`src/rtl/qlen_gen.sv`:
```
// qlen_gen: queue-length expander.
// Takes one length word (plus optional outer eot bits) on din and emits that
// many indexed elements on dout, marking the final one with eot[0]. Outer eot
// bits from din are attached to the final element only. A zero count is
// acknowledged immediately and produces no output.
// Optional feature: define QLEN_GEN_OUT_REG_EN to drive dout from an output
// register stage (one cycle of latency, no combinational path into dout).
module qlen_gen #(
    parameter int W_CNT   = 16,
    parameter int DIN_LVL = 0
) (
    input  logic                       i_clk,
    input  logic                       i_rst,
    input  logic [DIN_LVL+W_CNT-1:0]   i_din_data,
    input  logic                       i_din_valid,
    output logic                       o_din_ready,
    output logic [DIN_LVL+W_CNT:0]     o_dout_data,
    output logic                       o_dout_valid,
    input  logic                       i_dout_ready
);

    logic [W_CNT-1:0]          r_idx;
    logic [W_CNT-1:0]          w_cnt;
    logic [W_CNT-1:0]          w_cnt_m1;
    logic                      w_last;
    logic                      w_cnt_zero;
    logic                      w_gen_valid;
    logic                      w_gen_fire;
    logic [DIN_LVL:0]          w_eot;
    logic [DIN_LVL+W_CNT:0]    w_gen_data;

    // The count is read straight from din; the producer holds it until acked.
    assign w_cnt      = i_din_data[W_CNT-1:0];
    assign w_cnt_m1   = w_cnt - W_CNT'(1);
    assign w_cnt_zero = (w_cnt == '0);
    assign w_last     = (r_idx == w_cnt_m1);

    // Innermost eot marks the final element of the regenerated queue.
    assign w_eot[0] = w_last;

    // Outer eot levels ride along on the final element only.
    generate
        if (DIN_LVL > 0) begin : g_outer_eot
            assign w_eot[DIN_LVL:1] = w_last ? i_din_data[DIN_LVL+W_CNT-1:W_CNT] : '0;
        end
    endgenerate

    assign w_gen_data  = {w_eot, r_idx};
    assign w_gen_valid = i_din_valid && !w_cnt_zero;

`ifdef QLEN_GEN_OUT_REG_EN
    logic                      r_out_valid;
    logic [DIN_LVL+W_CNT:0]    r_out_data;
    logic                      w_load;

    // The output register accepts a new element when empty or being drained.
    assign w_load     = !r_out_valid || i_dout_ready;
    assign w_gen_fire = w_gen_valid && w_load;

    // Output register stage: isolates dout from din and dout ready.
    always_ff @(posedge i_clk) begin
        if (i_rst) begin
            r_out_valid <= 1'b0;
            r_out_data  <= '0;
        end else if (w_load) begin
            r_out_valid <= w_gen_valid;
            r_out_data  <= w_gen_data;
        end
    end

    assign o_dout_valid = r_out_valid;
    assign o_dout_data  = r_out_data;
`else
    assign w_gen_fire   = w_gen_valid && i_dout_ready;
    assign o_dout_valid = w_gen_valid;
    assign o_dout_data  = w_gen_data;
`endif

    // din is released once the final element is taken, or at once for a zero count.
    assign o_din_ready = (w_gen_fire && w_last) || (i_din_valid && w_cnt_zero);

    // Index of the next element: advance per element, return to 0 after the last.
    always_ff @(posedge i_clk) begin
        if (i_rst) begin
            r_idx <= '0;
        end else if (w_gen_fire) begin
            r_idx <= w_last ? '0 : r_idx + W_CNT'(1);
        end
    end

endmodule

```
`config.mk`:
```
export PLATFORM = sky130hd
export DESIGN_NAME = qlen_gen
export DESIGN_NICKNAME = d
export VERILOG_FILES = /design/src/rtl/qlen_gen.sv
export SDC_FILE = /design/constraint.sdc
export NUM_CORES = 1
export LEC_CHECK = 0
export CAP_MARGIN = 20
export CORE_AREA = 2 2 59 61
export DETAILED_ROUTE_END_ITERATION = 8
export DIE_AREA = 0 0 61 63
export PLACE_DENSITY = 0.78
export SYNTH_ARGS = -nofsm -noshare
export SYNTH_HDL_FRONTEND = slang
export SYNTH_SLANG_ARGS = --single-unit
```
`constraint.sdc`:
```
create_clock -name i_clk -period 2.4 [get_ports i_clk]
set_input_delay 0.24 -clock i_clk [delete_from_list [all_inputs] [get_ports i_clk]]
set_output_delay 0.24 -clock i_clk [all_outputs]
set_load 0.01 [all_outputs]
```
# ---- After elaboration in Yosys (flattened, before gate mapping)
# Index checks and enable logic that the tools add are counted.
dict set report classes {
  add_sub_neg 2
  reduce_logical 7
  eq_ne 1
  n_mux 1
}
# cell count
set op_table {}
lappend op_table {{16-bit by 1-bit adder with 16-bit output (second input constant)} 1}
lappend op_table {{16-bit == test} 1}
lappend op_table {{16-bit zero test} 1}
lappend op_table {{16-bit two-way mux} 1}
lappend op_table {{16-bit by 1-bit subtractor with 16-bit output (second input constant)} 1}
lappend op_table {{1-bit logical AND} 4}
lappend op_table {{1-bit zero test} 1}
lappend op_table {{1-bit logical OR} 1}
dict set report totals {
  output_inout_bits 19
  word_cells 12
  register_bits 16
  input_bits 20
}

# ---- Longest topological paths before layout
dict set report depth {
  word_depth 6
  mapped_depth 10
}

# ---- Worst setup path before layout
# OpenSTA, ideal clock, no wires.
dict set report synth_path {
  kind {input -> output}
  from {in i_din_data[3]}
  to {out o_din_ready}
  slack_ns -0.230
  t_arrival_ns 2.390
  n_path_buf 1
  required_time_ns 2.160
  cell_stages 8
  path_cell_list {buf_6 -> or4_4 -> nor4_2 -> o2111ai_1 -> or4_4 -> nor4b_4 -> a21oi_1 -> nor2b_1}
}
dict set report synth_between {
  word_cells_on_any_way 9
  classes_between {add/sub (1); eq/ne (1); reduce/logical (7)}
}
# element line
set synth_rtl {}
lappend synth_rtl {{start, declared} 14} ;# input logic [DIN_LVL+W_CNT-1:0] i_din_data,
lappend synth_rtl {{16-bit by 1-bit subtractor with 16-bit output} 34} ;# assign w_cnt_m1 = w_cnt - W_CNT'(1);
lappend synth_rtl {{16-bit == test} 36} ;# assign w_last = (r_idx == w_cnt_m1);
lappend synth_rtl {{named net w_eot} 29} ;# logic [DIN_LVL:0] w_eot;
lappend synth_rtl {{1-bit logical AND} 80} ;# assign o_din_ready = (w_gen_fire && w_last) || (i_din_valid && w_cnt_zero);
lappend synth_rtl {{1-bit logical OR} 80}
lappend synth_rtl {{end, declared} 16} ;# output logic o_din_ready,
# The timed path passes the listed nets, and every way through them passes these cells.

# ---- Final worst setup path
dict set report layout_path {
  from {in i_din_data[13]}
  to {out o_din_ready}
}
dict set report layout_between {
  elab_chain_len 6
  word_cells_on_any_way 9
  classes_between {add/sub (1); eq/ne (1); reduce/logical (7)}
}
# element line
set layout_lines {}
lappend layout_lines {{parallel branches: the longest is 5 deep, another holds 16-bit by 1-bit subtractor with 16-bit output} --}
lappend layout_lines {{1-bit logical OR *} 80}
# Mark *: on every way between the ends.

==> impl_metrics.toml <==
[global_routing]
first_global_vias = 1559
overflow = 0
antenna_found_initial = 0
track_usage_pct = 22.8
grt_max_degree = 10
grt_pass1_wl_um = 6760

[placement]
routabilityCongestion = 0.907
dpl_cell_area_sq_um = 2100
place_inst = 289
pre_cts_slack_ns = -0.938
place_hpwl_um = 3070
port_buffers = 38

[final_layout]
largest_reg_flops = 16
finalNetCount = 281
antenna_cells = 0
top_regs = "r_idx: 16 flops"
fillers = 229
final_util_pct = 73.5
drive_gt1_share_pct = 41.9
mostFrequentLayoutCell = "buf_4"
final_cells = 304
final_cell_mix = "buf_4, clkdlybuf4s50_1, xor2_1"
largest-register = "r_idx"
area_growth_pct = 78.4
final_design_area_no_fill_sq_um = 2370

[route]
dr.pass1.iters = 4
vias = 1633
route.detailed.drc = 0
viasPerCell = 5.37
post_drt_wl_per_cell_um = 15.1
ant_nets = 0
drtIter0Drc = 130
wirelength_um = 4600

[logic_synthesis]
syn_area_per_cell_sq_um = 8.17
ys_types = 49
ys_seq_elements = 16
yosysSeqAreaShare_pct = 24.1
synth_edf_count = 0
synthesis.area_sq_um = 1330
yosys_warnings = 0
syn-num-nets = 185
postSynth.asyncResetShare_pct = 0
synth_cells = 163
ys.flop_type = "dfxtp_1"

[power_and_ir_drop]
power.density_nw_per_um2 = 269
clock_power_share_pct = 29.1
p_comb_share_pct = 28.8
swShare_pct = 28.4
power_frac_seq_pct = 42.1
p_int_mw = 0.457
p_sw_mw = 0.181
vdd.ir_drop.worst_v = 0.000239
total_power_mw = 0.638
p_leak_nw = 0.986

[critical_path]
reg2reg_from = "r_idx[11]"
crit_fanout = 2
endpoint_kind = "output pin"
crit_type = "in2out"
rrSetupSlack_ns = -0.06
arrival_ns = 2.44
r2r_cells = 9
cp.required_ns = 2.16
cp-start-kind = "input pin"
regToRegEndpoint = "r_idx[2]"

[min_path]
min_from = "r_idx[0]"
hold_depth = 3
hold_class = "reg2reg"
hold_end = "r_idx[0]"

[sta]
finalCritPeriodShare_pct = 112
timing.fmax_ghz = 0.373
setup_ws_ns = -0.282
tightest_slew_ns = 0.359
setup_viol = 17
period_needed_ns = 2.68
finClkSkew_ns = 0.00363
slew_headroom_pct = 76.0
report.final.slew_viol_count = 0
grt_setup_unrepaired = "true"
finalHoldViolations = 0

[clock_tree]
clock-sinks = 16
cts_tree = "built"
path_clk_slew_ns = 0.10
cts_buffers = 3
htree_levels = 1
cts_root_buffer = "clkbuf_4"
clock_path_buffers = 2
clock_latency_ns = 0.29

[floorplan]
io_pins = 39
die_width_um = 61
fp.dieH_um = 63
die-area_sq_um = 3840
core_sq_um = 3230
initial_core_util_pct = 41.2
rows = 21

[run_status]
violations = "setup timing"
outcome = "finished with violations"

[flow_run]
drv_cap = 0
routing by layer:
metal	wire length [um]	part of all wire [%]	vias to the layer above	global-route usage, %
met5	0	0	-	0
met4	53	1.2	0	8.70
met3	189	4.1	8	3.11
met2	2440	53	62	38.0
met1	1920	42	773	28.8
li1	-	-	790	-
power by group through the flow:
| stage | registers (mW) | logic, mW | clock network [mW] |
|---|---|---|---|
| global placement | 0.275 | 0.154 | 0 |
| CTS | 0.269 | 0.168 | 0.183 |
| finish | 0.269 | 0.184 | 0.185 |
| detailed placement | 0.275 | 0.156 | 0 |
| global route | 0.269 | 0.196 | 0.195 |
| floorplan | 0.277 | 0.0598 | 0 |
cell type report:
class	count	area, sq um	area share (%)
Inverter	4	15.0	0.632
Multi-Input combinational cell	139	1140	47.8
Clock buffer	4	36.3	1.53
Timing Repair Buffer	95	808	34.0
Tap cell	46	57.6	2.42
Sequential cell	16	322	13.5
cell usage after synthesis, types with 2 or more instances:
library cell	n	share of area (%)
xor2_1	21	14
nor4_1	5	2.3
and4_1	2	1.3
buf_6	2	1.7
or3_1	2	0.94
or4_4	2	1.7
xnor2_1	9	5.9
and3_1	5	2.3
nor2b_1	4	1.9
nand2b_1	3	1.4
nor3_1	6	2.3
or4_1	2	1.1
a21oi_1	5	1.9
nand2_1	12	3.4
nand3b_1	2	1.1
inv_1	4	1.1
ha_1	2	1.9
nor2_1	14	3.9
nand3_1	7	2.6
clkbuf_1	2	0.56
o21ai_0	3	1.1
dfxtp_1	16	24
nand4_1	7	3.3
how the worst max path moves through the flow:
stage                        endpoint           start  slack, ns
after detailed placement  o_din_ready   i_din_data[0]      -0.94
final                     o_din_ready  i_din_data[13]      -0.28
after global placement    o_din_ready   i_din_data[3]      -0.89
after global routing      o_din_ready  i_din_data[13]      -0.39
after CTS                 o_din_ready   i_din_data[6]      -0.44
after floorplan           o_din_ready   i_din_data[3]      -0.11
repair_timing:
action	in CTS	in global routing
cloned	1	0
pin swaps	16	23
setup buffers	5	5
gates resized for setup	53	36
hold buffers	0	0
setup endpoints to repair	19	19
stage by stage:
stage / hold slack [ns] / TNS, ns
floorplan: 0.309 / -0.130
global placement: 0.598 / -9.25
detailed placement: 0.608 / -9.99
CTS: 0.624 / -2.86
global route: 0.662 / -3.58
finish: 0.648 / -1.92
worst max-delay path, cell delays in order:
cell	delay (ns)
clkdlybuf4s15_1	0.18
nor4_1	0.31
buf_4	0.18
buf_6	0.09
nand4_1	0.10
xnor2_1	0.17
or4_4	0.55
nor4b_4	0.30
a21oi_2	0.08
nor2b_1	0.11
buf_2	0.13
kinds of logic after synthesis:
kind of cell	count (synthesis)	synth area share, %
XOR/XNOR	30	19.7
multiplexers	1	0.752
buffers and inverters	9	3.95
adder cells (fa/ha/maj)	2	1.88
AO/OA/AOI/OAI	23	13.0
flip-flops	16	24.1
AND/OR/NAND/NOR	82	36.7
(Power assumes the default switching activity.)
